--- config.mk ---
export PLATFORM = sky130hd
export DESIGN_NAME = multi_gate_array_flat
export DESIGN_NICKNAME = d
export VERILOG_FILES = /design/src/rtl/gate_array_pkg.sv /design/src/rtl/multi_gate_array_if.sv /design/src/rtl/gate_glitch_filter.sv /design/src/rtl/multi_gate_array.sv /design/src/flat_wrapper.sv
export SDC_FILE = /design/constraint.sdc
export NUM_CORES = 1
export LEC_CHECK = 0
export ABC_AREA = 1
export BUFFER_PORTS_ARGS = -buffer_cell sky130_fd_sc_hd__buf_2
export CAP_MARGIN = 20
export CORE_MARGIN = 2
export CORE_UTILIZATION = 53
export DETAILED_ROUTE_END_ITERATION = 10
export PLACE_DENSITY = 0.81
export SYNTH_ARGS = -nofsm -noshare
export SYNTH_HDL_FRONTEND = slang
export SYNTH_SLANG_ARGS = --single-unit
export TNS_END_PERCENT = 1
--- constraint.sdc ---
create_clock -name clk -period 1.4 [get_ports clk]
set_input_delay 0.21 -clock clk [delete_from_list [all_inputs] [get_ports clk]]
set_output_delay 0.21 -clock clk [all_outputs]
set_load 0.005 [all_outputs]
--- src/rtl/gate_array_pkg.sv ---
// Shared types and helpers for the multi_gate_array block.
//   gate_fn_t  : 3-bit code of the eight logic functions shared by all gates
//   gate_eval  : reduces the low n bits of a gate's inputs with a function
//   FCNT_W     : width of a glitch-filter counter, sized for the largest
//                FILTER_CYC the block supports (15)
package gate_array_pkg;

  typedef enum logic [2:0] {
    FN_AND  = 3'd0,
    FN_OR   = 3'd1,
    FN_XOR  = 3'd2,
    FN_NAND = 3'd3,
    FN_NOR  = 3'd4,
    FN_XNOR = 3'd5,
    FN_BUF  = 3'd6,
    FN_INV  = 3'd7
  } gate_fn_t;

  localparam int MAX_INPUTS     = 8;
  localparam int FILTER_CYC_MAX = 15;
  localparam int FCNT_W         = $clog2(FILTER_CYC_MAX + 1);

  // Only the low n bits take part; XOR/XNOR are odd/even parity over them.
  function automatic logic gate_eval(input gate_fn_t fn,
                                     input logic [MAX_INPUTS-1:0] bits,
                                     input int n);
    logic v_and;
    logic v_or;
    logic v_xor;
    logic v_res;
    v_and = 1'b1;
    v_or  = 1'b0;
    v_xor = 1'b0;
    for (int i = 0; i < MAX_INPUTS; i++) begin
      if (i < n) begin
        v_and = v_and & bits[i];
        v_or  = v_or  | bits[i];
        v_xor = v_xor ^ bits[i];
      end
    end
    v_res = 1'b0;
    case (fn)
      FN_AND:  v_res = v_and;
      FN_OR:   v_res = v_or;
      FN_XOR:  v_res = v_xor;
      FN_NAND: v_res = ~v_and;
      FN_NOR:  v_res = ~v_or;
      FN_XNOR: v_res = ~v_xor;
      FN_BUF:  v_res = bits[0];
      FN_INV:  v_res = ~bits[0];
    endcase
    return v_res;
  endfunction

endpackage

--- src/rtl/multi_gate_array_if.sv ---
// Bus bundle for multi_gate_array.
//   a        : gate inputs, channel c input i at bit c*INPUTS+i
//   en       : pipeline advance enable
//   fn_sel   : function code to load
//   fn_load  : load strobe for fn_sel
//   y        : gate outputs, one per channel
//   y_valid  : y holds fully pipelined data under the current function
// master = stimulus side, slave = the gate array.
interface multi_gate_array_if #(
  parameter int CHANNELS = 4,
  parameter int INPUTS   = 2
);
  logic [CHANNELS*INPUTS-1:0] a;
  logic                       en;
  logic [2:0]                 fn_sel;
  logic                       fn_load;
  logic [CHANNELS-1:0]        y;
  logic                       y_valid;

  modport master (output a, en, fn_sel, fn_load, input  y, y_valid);
  modport slave  (input  a, en, fn_sel, fn_load, output y, y_valid);
endinterface

--- src/rtl/gate_glitch_filter.sv ---
// One channel of the optional output glitch filter.
//   clk, rst_n : clock, asynchronous active-low reset
//   i_en       : advance enable; counter and output hold when low
//   i_r        : final pipeline stage bit for this channel
//   o_y        : filtered output, follows i_r only after it has differed
//                from o_y for FILTER_CYC consecutive enabled edges
module gate_glitch_filter
  import gate_array_pkg::*;
#(
  parameter int FILTER_CYC = 2
) (
  input  logic clk,
  input  logic rst_n,
  input  logic i_en,
  input  logic i_r,
  output logic o_y
);

  logic [FCNT_W-1:0] r_cnt;
  logic              r_y;

  always_ff @(posedge clk or negedge rst_n) begin
    if (!rst_n) begin
      r_cnt <= '0;
      r_y   <= 1'b0;
    end else if (i_en) begin
      if (i_r == r_y) begin
        r_cnt <= '0;
      end else if (r_cnt == FCNT_W'(FILTER_CYC - 1)) begin
        r_y   <= i_r;
        r_cnt <= '0;
      end else begin
        r_cnt <= r_cnt + FCNT_W'(1);
      end
    end
  end

  assign o_y = r_y;

endmodule

--- src/rtl/multi_gate_array.sv ---
// CHANNELS independent INPUTS-input gates sharing one runtime-selected
// function, with the propagation delay modelled as DELAY_CYC pipeline stages.
//   clk, rst_n : clock (rising edge), asynchronous active-low reset
//   bus        : multi_gate_array_if slave (a, en, fn_sel, fn_load, y, y_valid)
// Build option: define GATE_FILTER_EN to add a per-channel glitch filter on
// the pipeline output; y_valid is then delayed by FILTER_CYC more edges.
module multi_gate_array
  import gate_array_pkg::*;
#(
  parameter int       CHANNELS   = 4,
  parameter int       INPUTS     = 2,
  parameter int       DELAY_CYC  = 1,
  parameter gate_fn_t RESET_FN   = FN_OR,
  parameter int       FILTER_CYC = 2
) (
  input  logic clk,
  input  logic rst_n,
  multi_gate_array_if.slave bus
);

`ifdef GATE_FILTER_EN
  localparam bit FILTER_EN = 1'b1;
`else
  localparam bit FILTER_EN = 1'b0;
`endif
  // The valid chain also covers the filter's settling time.
  localparam int VLD_LEN = DELAY_CYC + (FILTER_EN ? FILTER_CYC : 0);

  gate_fn_t            r_fn;
  logic                w_flush;
  logic [CHANNELS-1:0] w_eval;
  logic [CHANNELS-1:0] r_pipe [DELAY_CYC];
  logic [VLD_LEN-1:0]  r_vld;

  // A load changes the function only for samples taken on later edges.
  always_ff @(posedge clk or negedge rst_n) begin
    if (!rst_n) begin
      r_fn <= RESET_FN;
    end else if (bus.fn_load) begin
      r_fn <= gate_fn_t'(bus.fn_sel);
    end
  end

  assign w_flush = bus.fn_load && (bus.fn_sel != r_fn);

  always_comb begin
    w_eval = '0;
    for (int c = 0; c < CHANNELS; c++) begin
      w_eval[c] = gate_eval(r_fn, MAX_INPUTS'(bus.a[c*INPUTS +: INPUTS]), INPUTS);
    end
  end

  always_ff @(posedge clk or negedge rst_n) begin
    if (!rst_n) begin
      for (int k = 0; k < DELAY_CYC; k++) r_pipe[k] <= '0;
    end else if (bus.en) begin
      r_pipe[0] <= w_eval;
      for (int k = 1; k < DELAY_CYC; k++) r_pipe[k] <= r_pipe[k-1];
    end
  end

  // A function change flushes validity even on an enabled edge, so the bit
  // that would have been shifted in on that edge is lost too.
  always_ff @(posedge clk or negedge rst_n) begin
    if (!rst_n) begin
      r_vld <= '0;
    end else if (w_flush) begin
      r_vld <= '0;
    end else if (bus.en) begin
      r_vld <= VLD_LEN'({r_vld, 1'b1});
    end
  end

`ifdef GATE_FILTER_EN
  logic [CHANNELS-1:0] w_y_filt;

  for (genvar c = 0; c < CHANNELS; c++) begin : g_filt
    gate_glitch_filter #(
      .FILTER_CYC (FILTER_CYC)
    ) u_filt (
      .clk   (clk),
      .rst_n (rst_n),
      .i_en  (bus.en),
      .i_r   (r_pipe[DELAY_CYC-1][c]),
      .o_y   (w_y_filt[c])
    );
  end

  assign bus.y = w_y_filt;
`else
  assign bus.y = r_pipe[DELAY_CYC-1];
`endif

  assign bus.y_valid = r_vld[VLD_LEN-1];

endmodule
--- src/flat_wrapper.sv ---
// flat-port wrapper written by rule: the top's interface ports become plain ports
module multi_gate_array_flat import gate_array_pkg::*;
#(
  parameter int       CHANNELS   = 4,
  parameter int       INPUTS     = 2,
  parameter int       DELAY_CYC  = 1,
  parameter gate_fn_t RESET_FN   = FN_OR,
  parameter int       FILTER_CYC = 2
)
  (clk, rst_n, bus_a, bus_en, bus_fn_sel, bus_fn_load, bus_y, bus_y_valid);
  multi_gate_array_if #(.CHANNELS(CHANNELS), .INPUTS(INPUTS)) bus_i ();
  input  logic clk;
  input  logic rst_n;
  input wire logic [$bits(bus_i.a)-1:0] bus_a;
  input wire logic [$bits(bus_i.en)-1:0] bus_en;
  input wire logic [$bits(bus_i.fn_sel)-1:0] bus_fn_sel;
  input wire logic [$bits(bus_i.fn_load)-1:0] bus_fn_load;
  output wire logic [$bits(bus_i.y)-1:0] bus_y;
  output wire logic [$bits(bus_i.y_valid)-1:0] bus_y_valid;
  assign bus_i.a = bus_a;
  assign bus_i.en = bus_en;
  assign bus_i.fn_sel = bus_fn_sel;
  assign bus_i.fn_load = bus_fn_load;
  assign bus_y = bus_i.y;
  assign bus_y_valid = bus_i.y_valid;
  multi_gate_array #(.CHANNELS(CHANNELS), .INPUTS(INPUTS), .DELAY_CYC(DELAY_CYC), .RESET_FN(RESET_FN), .FILTER_CYC(FILTER_CYC)) u_core (.clk(clk), .rst_n(rst_n), .bus(bus_i));
endmodule
# After elaboration in Yosys (flattened, before gate mapping)
# Index checks and enable logic that the tools add are counted.
totals:
  in_bits: 15
  regBits: 8
  word_cells: 48
  out_inout_bits: 5
op_classes:
  n_eq_ne: 8
  n_bitwise: 28
  n_reduce_logical: 3
  muxes: 6
op_table:
  columns: ["operator", "n"]
  rows:
  - ["one-hot mux 1 bit (8 select lines)", 4]
  - ["NOT 1 bit", 16]
  - ["== test 3 bit (second input constant)", 4]
  - ["== test 3 x 2 -> 1 bit (second input constant)", 2]
  - ["AND 1 bit", 4]
  - ["bitwise OR 1 bit", 4]
  - ["XOR 1 bit", 4]
  - ["== test 3 x 1 -> 1 bit (second input constant)", 1]
  - ["logical NOT 3 bit", 1]
  - ["!= test 3 bit", 1]
  - ["two-way mux 1 bit", 2]
  - ["nonzero test 2 bit", 1]
  - ["logical AND 1 bit", 1]

# Logic depth before layout (Yosys ltp)
# Gate-level depths: netlist of run 1.
depth:
  depth_word: 3
  ltp_mapped: 9
  ltp_nobuf: 9

# Worst setup path before layout of run 1
# Ideal clock, no wire load.
synth_path:
  path_kind: "register to register"
  from: "reg u_core.r_fn[0]"
  to: "reg u_core.r_pipe (netlist bit u_core.bus.y[0])"
  path_buffers: 1
  arrival_time_ns: 1.043
  slack_ns: 0.240
  stages_incl_launch_ff: 9
  period_less_slack_ns: 1.160
  setup_ns: 0.116
  required_time_ns: 1.284
  cell_sequence: "dfstp_2 -> buf_6 -> inv_2 -> nand4_1 -> nand2_1 -> nor2_1 -> nand2_1 -> nand2_1 -> nand2_1"
synth_between:
  elab_chain_cells: 2
  elab_cells_between_ends: 9
  cone_classes: "eq/ne (7); mux (1); reduce/logical (1)"
synth_lines:
  columns: ["element", "line_no", "rtl"]
  rows:
  - ["from (decl)", "multi_gate_array.sv:29", "gate_fn_t r_fn;"]
  - ["from (signal assigned)", "multi_gate_array.sv:40", "r_fn <= gate_fn_t'(bus.fn_sel);"]
  - ["== test 3 bit, or another cell as far along", "gate_array_pkg.sv:42", "case (fn)"]
  - ["one-hot mux 1 bit (8 select lines) (*)", "gate_array_pkg.sv:42", null]
  - ["to (decl)", "multi_gate_array.sv:32", "logic [CHANNELS-1:0] r_pipe [DELAY_CYC];"]
# Mark *: on every way between the ends. The rest lies on a longest branch, timed or not.
# A chain may end at the register's enable or synchronous reset.

# Worst setup path in the final report of run 1
layout_path:
  from: "reg u_core.r_fn[0]"
  to: "reg u_core.r_pipe (netlist bit u_core.bus.y[3])"
# The elaborated chain is that of the path after synthesis.

==> impl.org, run 1 <==
** Routing
- Via count :: 968
- Post-detailed-route via-to-cell ratio :: 5.35
- Antenna-violating nets left :: 0
- DRC marker count from the first detailed-route iteration :: 17
- Wires add up to 2230 um.
- Post-route DRC violation count :: 0
- In the final routing, the length of wire on met1 measures 924 um.
- Top layer in use :: met3
- Met3 wirelength from detailed routing :: around 110 um
- Met2 routed wirelength :: 1190 um
- TritonRoute pass-1 iters :: 4
- In the final routed layout, each cell accounts on average for between 10 and 15 um.

** Global route
- The first global-routing pass estimated between 3000 and 4000 um of wire.
- Antenna violations before repair :: 0
- Pin count of the biggest net entering global routing :: 14
- Global-route usage over all layers :: 23.2%
- For this run the aggregate overflow at the end of global routing stands at 0.
- The number of global-route vias before repair was about 860.

** STA
- For the final database, setup skew stands at 0.00910 ns.
- For this run, the top clock speed supported by timing is between 700 and 800 MHz.
- Dividing the final minimum period by the clock period gives 94.8%.
- Total of endpoints with negative setup slack in the final report :: 0
- The max-slew violation count came to 0.
- The final hold violation count came to 0.
- Summed over all failing endpoints, the final setup total negative slack is 0 ns.
- Unrepaired setup endpoints after global routing :: false
- Final worst slack :: roughly 0.072 ns
- For the pin with the worst max-slew slack, the measured transition is 0.233 ns.
- The worst pin sits at a relative slew slack of between 80% and 90%.
- The worst path needs ~1.3 ns of the cycle, external delays included.
- Hold Slack :: between 0.15 and 0.2 ns

** Layout
- Total area of multi-input combinational cells :: about 550 sq um
- Total inserted antenna cells :: 0
- Final net count :: between 150 and 200
- Number of filler instances in the final layout :: between 100 and 150
- Share of post-route cells with drive strength above 1 :: roughly a quarter
- Area added between synthesis and finish :: 17.2%
- Sequential cell area :: a little over 200 sq um
- For this run, the share of the core covered by cells in the final layout is between 60% and 70%.

** Logic synthesis
- Sequential elements use 21.8% of the synthesized area.
- Counting flops and latches in the post-synthesis netlist gives 8.
- Cell types with the largest area share after synthesis :: dfrtp_1 (19%), nand2_1 (15%), nand4_1 (13%)
- Total standard cell area after synthesis :: 926 sq um
- Yosys Warn Count :: 0
- Number of distinct library cells after synthesis :: 18
- Synthesized-area fraction occupied by xor and xnor cells :: ~2.8%
- Share of the synthesized area in the top cell type :: roughly a fifth
- Combinational family with the most area after synthesis :: simple AND/OR/NAND/NOR gates
- The synthesized netlist devotes roughly 5.3% of its cell area to compound gates.
- Syn Area/Cell :: 6.71 sq um
- Proportion of synthesized area in mux cells :: 0%
- In the synthesized netlist, the number of instances is about 140.
- Post-Synthesis Net Count :: approximately 160
- After Yosys synthesis, full adders, half adders and majority gates account for between 10 and 15% of the synthesized area.
- The synthesized netlist devotes between 40% and 50% of its cell area to simple gates.
- Of all cell types, the one taking the most synthesized area is dfrtp_1.

** Placed design
- Detailed placement finished with a half-perimeter wire length of ~1700 um.
- During placement, the flow inserted port buffers numbering 19.
- Weighted congestion at the end of routability-driven global placement :: 0.966
- Worst slack after detailed placement :: 0.0531 ns

** Clocking
- Clock tree root buffer cell :: clkbuf_4
- Number of clock sinks :: 8
- Number of clock buffers inserted by TritonCTS :: 3
- In this run the number of H-tree levels came out at 1.
- Maximum root-to-sink buffer count :: 2
- Clk Latency, worst-skew pair :: 0.26 ns
- Clock tree from TritonCTS :: yes
- Clock-pin slew was measured on the worst setup and hold paths at ~0.06 ns.

** Floorplan
- The die covers roughly 2100 sq um.
- The die is between 40 and 50 um wide.
- For this configuration, the core starts out at a cell density of roughly 55%.
- Row Count :: 15
- The die is around 46 um tall.
- The floorplan step defined a core boundary enclosing ~1700 sq um.
- 20 I/O pins were placed.

** Power
- The worst-case IR drop observed on VDD is 0.565 mV.
- Power per unit of standard cell area :: a little under 800 nW/um^2
- Summed over all cells, the static leakage comes to between 0.6 and 0.7 nW.

** Setup path
- STA classifies the critical path startpoint as a flop.
- Largest fanout of any net on the critical path :: 8
- Critical Path, Cell by Cell :: buf_4, nand4_1, nand2_1, nor2_1, nand2_1, nand2_1, nand2_1
- Kind of end point of the critical path :: flop
- The startpoint identified for the worst register-to-register timing path is u_core.r_fn[0].
- Worst endpoint required time :: 1.61 ns
- Most numerous cell on the critical path :: nand2_1
- Arr. time, crit path :: 1.53 ns
- In this design, the stage delay of the slowest critical-path cell is around 0.66 ns.
- Cell at the slowest stage of the critical path :: dfstp_2
- In this run the worst setup path begins at u_core.r_fn[0].
- Start-to-end type of the worst setup path :: flop to flop

** Hold path
- The worst hold path begins at bus_fn_sel[0].
- The path class of the tightest hold or removal check is input pin to flop.

** Outcome
- Outcome :: complete, no violations

** Flow run
- Max capacitance violation total :: 0
[cells by family after synthesis]
| kind of cell | Yosys count |
|---|---|
| buffers and inverters | 34 |
| AO/OA/AOI/OAI | 9 |
| adder cells (fa/ha/maj) | 8 |
| flip-flops | 8 |
| AND/OR/NAND/NOR | 76 |
| XOR/XNOR | 3 |
[worst max-delay path: cells and delay by family (launching register included)]
kind / cells / cell delay, ns
buffers and inverters: 1 / 0.20
DFF: 1 / 0.66
and+or+nand+nor: 6 / 0.41
[flip-flops by register name, indices dropped and copies added, names as in the netlist]
name                cells
u_core.bus.y            4
u_core.r_fn             3
u_core.bus.y_valid      1
[synthesized netlist by cell type (all sizes together)]
| cell type | n |
|---|---|
| dfstp | 1 |
| a21oi | 1 |
| o21ai | 8 |
| nor2 | 11 |
| buf | 6 |
| dfrtp | 7 |
| ha | 8 |
| nand4 | 19 |
| xnor2 | 3 |
| nand2 | 40 |
| inv | 28 |
| nand3 | 6 |
[power breakdown]
part           total, mW  internal (mW)  switching [mW]
combinational      0.351          0.150           0.201
clock              0.195          0.109          0.0858
sequential         0.307          0.269          0.0380
total              0.854          0.529           0.325
[what timing repair did]
action | CTS | global route
endpoints found under the setup margin | 0 | 4
buffers inserted | 0 | 2
endpoints found under the hold margin | 7 | 0
hold buffers | 1 | 0
gates resized for setup | 0 | 2
[stage by stage]
stage / total power, mW / area (sq um) / std cells
5_1_grt: 0.921 / 1080 / 181
3_3_place_gp: 0.632 / 1030 / 174
3_5_place_dp: 0.646 / 1030 / 174
6_report: 0.854 / 1080 / 181
2_1_floorplan: 0.537 / 926 / 138
4_1_cts: 0.846 / 1070 / 179
[final cells by class]
type | count | area share (%)
sequential | 8 | 18.7
inverter | 28 | 10.1
clock buffer | 4 | 2.42
timing repair buffer | 28 | 16.1
multi-input combinational | 96 | 50.6
tap | 17 | 1.96
[final timing paths]
path / to / slack [ns] / cells past startpoint
setup reg to reg: u_core.bus.y[3] / 0.07 / 7
max in group asynchronous: u_core.r_fn[0] / 0.81 / 2
setup / recovery: u_core.bus.y[3] / 0.07 / 7
hold / removal: u_core.r_fn[0] / 0.18 / 3
hold reg to reg: u_core.bus.y[3] / 0.48 / 2
min in group asynchronous: u_core.bus.y[1] / 0.34 / 2
[cell usage in the layout (no fill, tap or decap)]
master	netlist	layout
nand4_1	19	19
nor2_4	1	1
dfstp_2	1	1
clkbuf_2	0	1
nand2_2	1	1
inv_4	1	2
inv_1	24	24
buf_12	0	1
dlygate4sd3_1	0	1
nand2_4	1	1
nand3_1	6	6
nand2_1	38	38
xnor2_1	3	3
nor2_8	1	1
buf_2	0	19
buf_4	0	6
o21ai_1	8	8
nor2_1	9	9
clkbuf_4	0	3
dfrtp_2	0	1
dfrtp_1	7	6
clkbuf_1	0	1
ha_1	8	8
a21oi_2	1	1
inv_2	3	2
[per-layer routing]
layer	GRT usage, %	vias to the layer above
met5	0	-
li1	-	496
met2	42.5	32
met3	4.76	0
met1	26.6	440
met4	7.43	0
Power figures use the tool's default switching activity.
==> inputs of run 2 (changes only) <==
- CORE_UTILIZATION: 53 -> 56
- CTS_BUF_LIST: unset -> sky130_fd_sc_hd__clkbuf_8
- PLACE_DENSITY: 0.81 -> 0.85
==> impl.org, run 2 (same netlist as run 1, synthesis figures left out) <==
** Outcome
- Outcome :: complete, but fails checks
- The final reports fail on negative setup slack.

** STA
- The final hold violation count is 0 (unchanged).
- The least setup slack across all paths after layout was -0.0163 ns (-0.0885 ns).
- Unrepaired setup endpoints after global routing :: true
- The worst clock skew is 0.00241 ns (-0.00668 ns).
- Final Cycle Share :: 101% (+6.3 points)
- The worst-margin pin slew came to 0.265 ns (+0.0319 ns).
- Peak Freq :: 706 MHz (-6.3%)
- Total of endpoints with negative setup slack in the final report :: 1 (+1)
- The relative slew slack is 82.3% (-2.1 points).
- The minimum period implied by the final worst setup slack was 1.42 ns (+0.0885 ns).
- Final number of max-transition violations :: 0 (unchanged)

** Setup path
- Crit path launch type :: flop
- Buffers & Inverters on Critical Path :: 0 (-1)
- Critical R2R Launch :: u_core.r_fn[0]
- Flop2flop setup slack :: -0.02 ns (-0.09 ns)
- Following the worst setup path forward leads to its endpoint at u_core.bus.y[0].
- Grouping stages by cell kind, the critical path spends the most delay in flip-flops.
- Critical path startpoint :: u_core.r_fn[0]
- The arrival time at the worst endpoint came to 1.58 ns (+0.05 ns).
- Most numerous cell on the critical path :: nand2_1
- By startpoint and endpoint, the worst setup path is classified as flop to flop.
- For this design, the slowest cell found on the critical path is dfstp_2.
- Walking the worst path, the cells encountered are nand2_2, nor2_4, nand2_1, nand2_1, nor2_2, nand2_1, nand2_1, nand2_1.
- Worst endpoint required time :: 1.57 ns (-0.04 ns)
- Cells on worst reg2reg path :: 8 (+1)
- The path length in cells of the critical path was 8 (+1).
- Longest individual stage delay on the worst path :: 0.68 ns (+0.02 ns)
- The maximum fanout along the worst path is 8 (unchanged).
- FF-to-FF End :: u_core.bus.y[0]
- Kind of end point of the critical path :: flop

** Layout
- The library cell used most frequently in the layout, excluding fill and tap cells, is nand2_1.
- The count of filler cells inserted in the layout is 127 (-12%).
- The flip-flop count of the largest register after layout came to 4 (unchanged).
- The non-filler instance count after layout is 179 (-1.1%).
- Relative to the synthesized area, the layout overhead comes to 17.4%.
- Top library cells by usage in the layout, fill and taps aside :: nand2_1 (38), inv_1 (25), nand4_1 (19), buf_2 (19)
- Share of post-route cells with drive strength above 1 :: 25.2% (+0.15 points)
- The layout net count is 187 (-0.53%).
- The number of antenna diodes came to 0 (unchanged).

** Clocking
- The insertion delay to the later sink of the worst-skew pair came to 0.23 ns (-0.03 ns).
- Clock tree root buffer cell :: clkbuf_8
- Maximum root-to-sink buffer count :: 2 (unchanged)
- Clock tree from TritonCTS :: yes
- The clock slew at the register clock pins of the worst setup and hold paths is 0.04 ns (-0.02 ns).
- Setup bufs post-CTS :: 0 (unchanged)
- Number of clock buffers inserted by TritonCTS :: 3 (unchanged)
- H-tree lvl count :: 1 (unchanged)
- The clock net sink count was 8 (unchanged).

** Floorplan
- Initial core utilization :: 60.8% (+5.9 points)
- The count of boundary I/O pins is 20 (unchanged).
- The standard-cell row count is 14 (-1).
- Y dimension of the die :: 44.7 um (-2.5%)
- The die outline area was 1990 sq um (-4.9%).
- Placeable core region :: 1520 sq um (-9.8%)
- Die W :: 44.7 um (-2.5%)

** Global route
- Antenna violations before repair :: 0 (unchanged)
- The leftover overflow at the end of global routing came to 0 (unchanged).
- First-pass GRT wire length :: 3730 um (+4.9%)
- Global-route usage over all layers :: 25.9% (+2.7 points)
- Via count of the first global-routing pass :: 927 (+8.0%)
- Pin count of the biggest net entering global routing :: 11 (-3)

** Power
- The power density relative to cell area was 863 nW/um^2 (+9.7%).
- Peak supply drop :: 0.766 mV (+36%)
- Static Leak :: 0.657 nW (+0.62%)
- The overall power of the completed layout was 0.939 mW (+10%).

** Routing
- Via count :: 971 (+0.31%)
- The average via count per standard cell came to 5.42 (+1.4%).
- The number of remaining DRC errors came to 0 (unchanged).
- The number of nets with antenna violations after routing was 0 (unchanged).
- The final wirelength is 2360 um (+6.1%).
- TritonRoute pass-1 iters :: 4 (unchanged)
- The DRC violation total after the first TritonRoute iteration is 32 (+15).
- Routed length per instance :: 13.2 um (+7.3%)

** Placed design
- Buffers on Ports :: 19 (unchanged)
- Inst Count DP :: 174 (unchanged)
- HPWL reported at the end of detailed placement :: 1680 um (-2.4%)
- The routability-driven placement congestion ratio came to 0.901 (-6.8%).

** Hold path
- Worst min-delay path class :: input pin to flop

** Flow run
- The number of max-capacitance violations reported was 0 (unchanged).
## run 2: repair_timing
item | in CTS | in global routing
endpoints found under the setup margin | 0 | 3
hold buffers | 1 | 0
resized for setup | 0 | 3
hold endpoints to repair | 7 | 0
## run 2: report_power, final
| group | leakage (nW) | total (mW) | internal [mW] | switching, mW |
|---|---|---|---|---|
| clock | 0.0269 | 0.283 | 0.190 | 0.0933 |
| sequential | 0.0957 | 0.310 | 0.270 | 0.0406 |
| combinational | 0.535 | 0.345 | 0.143 | 0.202 |
| total | 0.657 | 0.939 | 0.603 | 0.336 |
## run 2: through the flow
step                      instance area [sq um]  TNS, ns  hold WS (ns)  util, %  setup slack, ns
final                                      1090  -0.0163         0.202     71.3          -0.0163
after global routing                       1090  -0.0854         0.222     71.3          -0.0695
after CTS                                  1080        0         0.203     70.9           0.0386
after detailed placement                   1030        0        0.0579     67.3           0.0721
after global placement                     1030        0        0.0566     67.3           0.0816
after floorplan                             926        0       -0.0856        -            0.240
## run 2: area by class of cell
type	instances	area, sq um	share of cell area, %
Inverter	28	110	10.1
Sequential cell	8	203	18.6
Timing Repair Buffer	27	158	14.5
Clock inverter	1	3.75	0.345
Clock buffer	3	41.3	3.80
Multi-Input combinational cell	96	552	50.7
Tap cell	16	20.0	1.84
## run 2: how the worst min path moves through the flow
| stage | end | depth (start not counted) | slack (ns) | startpoint |
|---|---|---|---|---|
| floorplan | u_core.bus.y[0] | 0 | -0.09 | rst_n |
| global placement | u_core.bus.y[2] | 1 | 0.06 | rst_n |
| detailed placement | u_core.bus.y[2] | 1 | 0.06 | rst_n |
| CTS | u_core.r_fn[0] | 3 | 0.20 | bus_fn_sel[0] |
| global route | u_core.r_fn[0] | 3 | 0.22 | bus_fn_sel[0] |
| finish | u_core.r_fn[0] | 3 | 0.20 | bus_fn_sel[0] |
## run 2: layer usage
| layer | vias up | part of all wire [%] | track usage [%] |
|---|---|---|---|
| met5 | - | 0 | 0 |
| met4 | 0 | 3.0 | 16.4 |
| met3 | 11 | 3.3 | 4.90 |
| met2 | 30 | 51 | 43.2 |
| met1 | 435 | 42 | 30.1 |
| li1 | 495 | - | - |
## run 2: worst min-delay path, delay by kind of cell
family	cells	cell delay (ns)
and+or+nand+nor	1	0.05
buffers and inverters	1	0.11
AOI/OAI and AO/OA	1	0.05
==> inputs of run 3 (changes only) <==
- CORE_UTILIZATION: 56 -> 30
- PLACE_DENSITY: 0.85 -> 0.45
==> impl.org, run 3 (same netlist as run 1, synthesis figures left out) <==
** Setup path
- Critical Path, Cell by Cell :: inv_2, nand4_1, nand2_1, nor2_1, nand2_1, nand2_1, nand2_1
- Capture point of the worst path :: u_core.bus.y[1]
- The path length in cells of the critical path was 7 (-1).
- Buffers & Inverters on Critical Path :: 1 (+1)
- Cell at the slowest stage of the critical path :: dfstp_2
- Worst endpoint required time :: 1.52 ns (-0.05 ns)
- Critical path startpoint :: u_core.r_fn[0]
- Kind of end point of the critical path :: flop
- Most numerous cell on the critical path :: nand2_1
- Longest individual stage delay on the worst path :: 0.62 ns (-0.06 ns)
- The setup path with the least slack is of type flop to flop.
- STA classifies the critical path startpoint as a flop.
- Family with the most delay on the worst path :: flip-flops
- Arr. time, crit path :: 1.39 ns (-0.19 ns)
- Critical R2R Launch :: u_core.r_fn[0]
- Flop2flop setup slack :: 0.12 ns (+0.14 ns)
- The maximum fanout along the worst path came to 9 (+1).
- Cells on worst reg2reg path :: 7 (-1)
- FF-to-FF End :: u_core.bus.y[1]

** Floorplan
- Row Count :: 20 (+6)
- The x dimension of the die was 59.6 um (+33%).
- Initial core utilization :: 30.8% (-30 points)
- Placeable core region :: 3000 sq um (+97%)
- The count of boundary I/O pins was 20 (unchanged).
- The die outline area came to 3550 sq um (+78%).
- Y dimension of the die :: 59.6 um (+33%)

** Global route
- Global-route usage over all layers :: 13.8% (-12 points)
- The leftover overflow at the end of global routing was 0 (unchanged).
- Pin count of the biggest net entering global routing :: 17 (+6)
- The initial antenna violation count is 0 (unchanged).
- The number of global-route vias before repair is 853 (-8.0%).
- The first-pass GRT wire length is 3770 um (+1.3%).

** STA
- Hold Fails Final Rpt :: 0 (unchanged)
- The achievable clock frequency is 784 MHz (+11%).
- The max-slew violation count was 0 (unchanged).
- The worst clock skew was 0.00779 ns (+0.00538 ns).
- The setup-violating endpoint count in the final report is 0 (-1).
- The relative slew slack is 79.5% (-2.9 points).
- Setup repair after global routing left no endpoint under its margin.
- The minimum period implied by the final worst setup slack is 1.28 ns (-0.141 ns).
- Final Cycle Share :: 91.1% (-10 points)
- The total negative slack for setup checks is 0 ns (+0.0163 ns).
- The worst-margin pin slew came to 0.308 ns (+0.0429 ns).

** Layout
- Total inserted antenna cells :: 0 (unchanged)
- Total area of multi-input combinational cells :: 549 sq um (-0.45%)
- In the layout the commonest cells are nand2_1 (38), inv_1 (25), nand4_1 (19), buf_2 (19), nor2_1 (9).
- Final net count :: 185 (-1.1%)
- Number of filler instances in the final layout :: 350 (+180%)
- The flip-flop count of the largest register after layout came to 4 (unchanged).
- The layout cell share with drive strength beyond 1 was 23.0% (-2.2 points).
- Commonest non-fill, non-tap cell in the layout :: nand2_1
- Sequential cell area :: 201 sq um (-0.62%)
- Fraction of the core area covered by cells at the end of the flow :: 36.6% (-35 points)
- Number of standard cells in the final layout excluding fillers :: 194 (+8.4%)
- Area added between synthesis and finish :: 18.8%

** Power
- The fraction of power spent switching nets is 34.9% (-0.86 points).
- Pint :: 0.601 mW (-0.32%)
- Proportion of power drawn by the clock network :: 30.7% (+0.5 points)
- The worst-case vdd ir drop was 0.471 mV (-39%).
- Power per unit of standard cell area :: 840 nW/um^2 (-2.8%)
- Static Leak :: 0.652 nW (-0.83%)
- Part of the power in registers :: 32.4% (-0.7 points)
- Total Power :: 0.923 mW (-1.6%)
- Net Sw Power :: 0.322 mW (-4.0%)
- Share of total power in combinational logic :: 36.9% (+0.2 points)

** Clocking
- The H-tree depth was 1 (unchanged).
- The clock net sink count came to 8 (unchanged).
- The number of buffers inserted by post-CTS setup repair came to 0 (unchanged).
- Clk Latency, worst-skew pair :: 0.23 ns (about the same)
- The maximum root-to-sink buffer count was 2 (unchanged).
- The number of gates resized after CTS came to 0 (unchanged).
- The number of buffers added by the clock tree synthesis step is 3 (unchanged).
- CTS placed an instance of clkbuf_8 at the clock tree root.
- Post-CTS clock slew at the launch and capture registers of the worst setup and hold paths :: 0.05 ns (about the same)
- Hold-fix buffer count after cts :: 1 (unchanged)
- Clock tree from TritonCTS :: yes

** Routing
- The total number of vias came to 955 (-1.6%).
- DRC marker count from the first detailed-route iteration :: 25 (-22%)
- Post-detailed-route via-to-cell ratio :: 4.92 (-9.3%)
- The number of remaining DRC errors is 0 (unchanged).
- Drt total wl :: 2200 um (-7.1%)
- TritonRoute pass-1 iters :: 4 (unchanged)
- The average detailed-routed wire length per instance was 11.3 um (-14%).
- The number of nets with antenna violations after routing came to 0 (unchanged).

** Outcome
- The run finished with clean final reports.

** Hold path
- In this run the worst hold path is classified as input pin to flop.

** Placed design
- Inst Count DP :: 189 (+8.6%)
- Weighted congestion at the end of routability-driven global placement :: 0.809 (-10%)
- The number of port buffers was 19 (unchanged).
- The placed wire-length estimate after detailed placement was 1770 um (+5.3%).

** Flow run
- Max capacitance violation total :: 0 (unchanged)
## run 3: cell count changes in the layout (fill, tap and decap cells not counted)
cell / delta
buf_4: -3
buf_12: +1
dfrtp_1: +1
dfrtp_2: -1
inv_2: +1
inv_4: -1
nor2_1: +1
nor2_2: -1
## run 3: area by class of cell
| class | instances | share of cell area (%) |
|---|---|---|
| repair buffers | 25 | 14.1 |
| clock buffers | 3 | 3.75 |
| flip-flops and latches | 8 | 18.3 |
| clock inverters | 1 | 0.341 |
| multi-input cells | 96 | 49.9 |
| inverters | 28 | 9.78 |
| well taps | 33 | 3.75 |
## run 3: how the worst min path moves through the flow
stage / cells past startpoint / from / end
finish: 3 / bus_fn_sel[0] / u_core.r_fn[0]
global route: 3 / bus_fn_sel[0] / u_core.r_fn[0]
CTS: 3 / bus_fn_sel[0] / u_core.r_fn[0]
detailed placement: 1 / rst_n / u_core.bus.y[0]
global placement: 1 / rst_n / u_core.bus.y[0]
floorplan: 0 / rst_n / u_core.bus.y[0]
## run 3: power groups by stage
stage	sequential, mW	clock, mW	combinational (mW)
after floorplan	0.291	0	0.246
after global placement	0.300	0	0.346
after detailed placement	0.303	0	0.343
after CTS	0.300	0.291	0.347
after global routing	0.304	0.303	0.393
final	0.299	0.283	0.341
## run 3: worst register-to-register path, cell delays in order, from the launching register on
cell and delay (ns):
dfstp_2 0.62, inv_2 0.12, nand4_1 0.09, nand2_1 0.06
nor2_1 0.10, nand2_1 0.06, nand2_1 0.08, nand2_1 0.06
## run 3: per-layer routing
layer	share of wire [%]	vias to the layer above	GRT usage (%)
li1	-	488	-
met1	47	452	18.4
met2	50	15	24.0
met3	3.5	0	2.62
met4	0	0	1.27
met5	0	-	0
## run 3: metrics by stage
step	instance area, sq um	hold WS, ns	worst slack, ns
finish	1100	0.221	0.124
global route	1100	0.226	0.00910
CTS	1100	0.218	0.107
detailed placement	1040	0.0646	0.117
global placement	1040	0.0593	0.108
floorplan	926	-0.0856	0.240
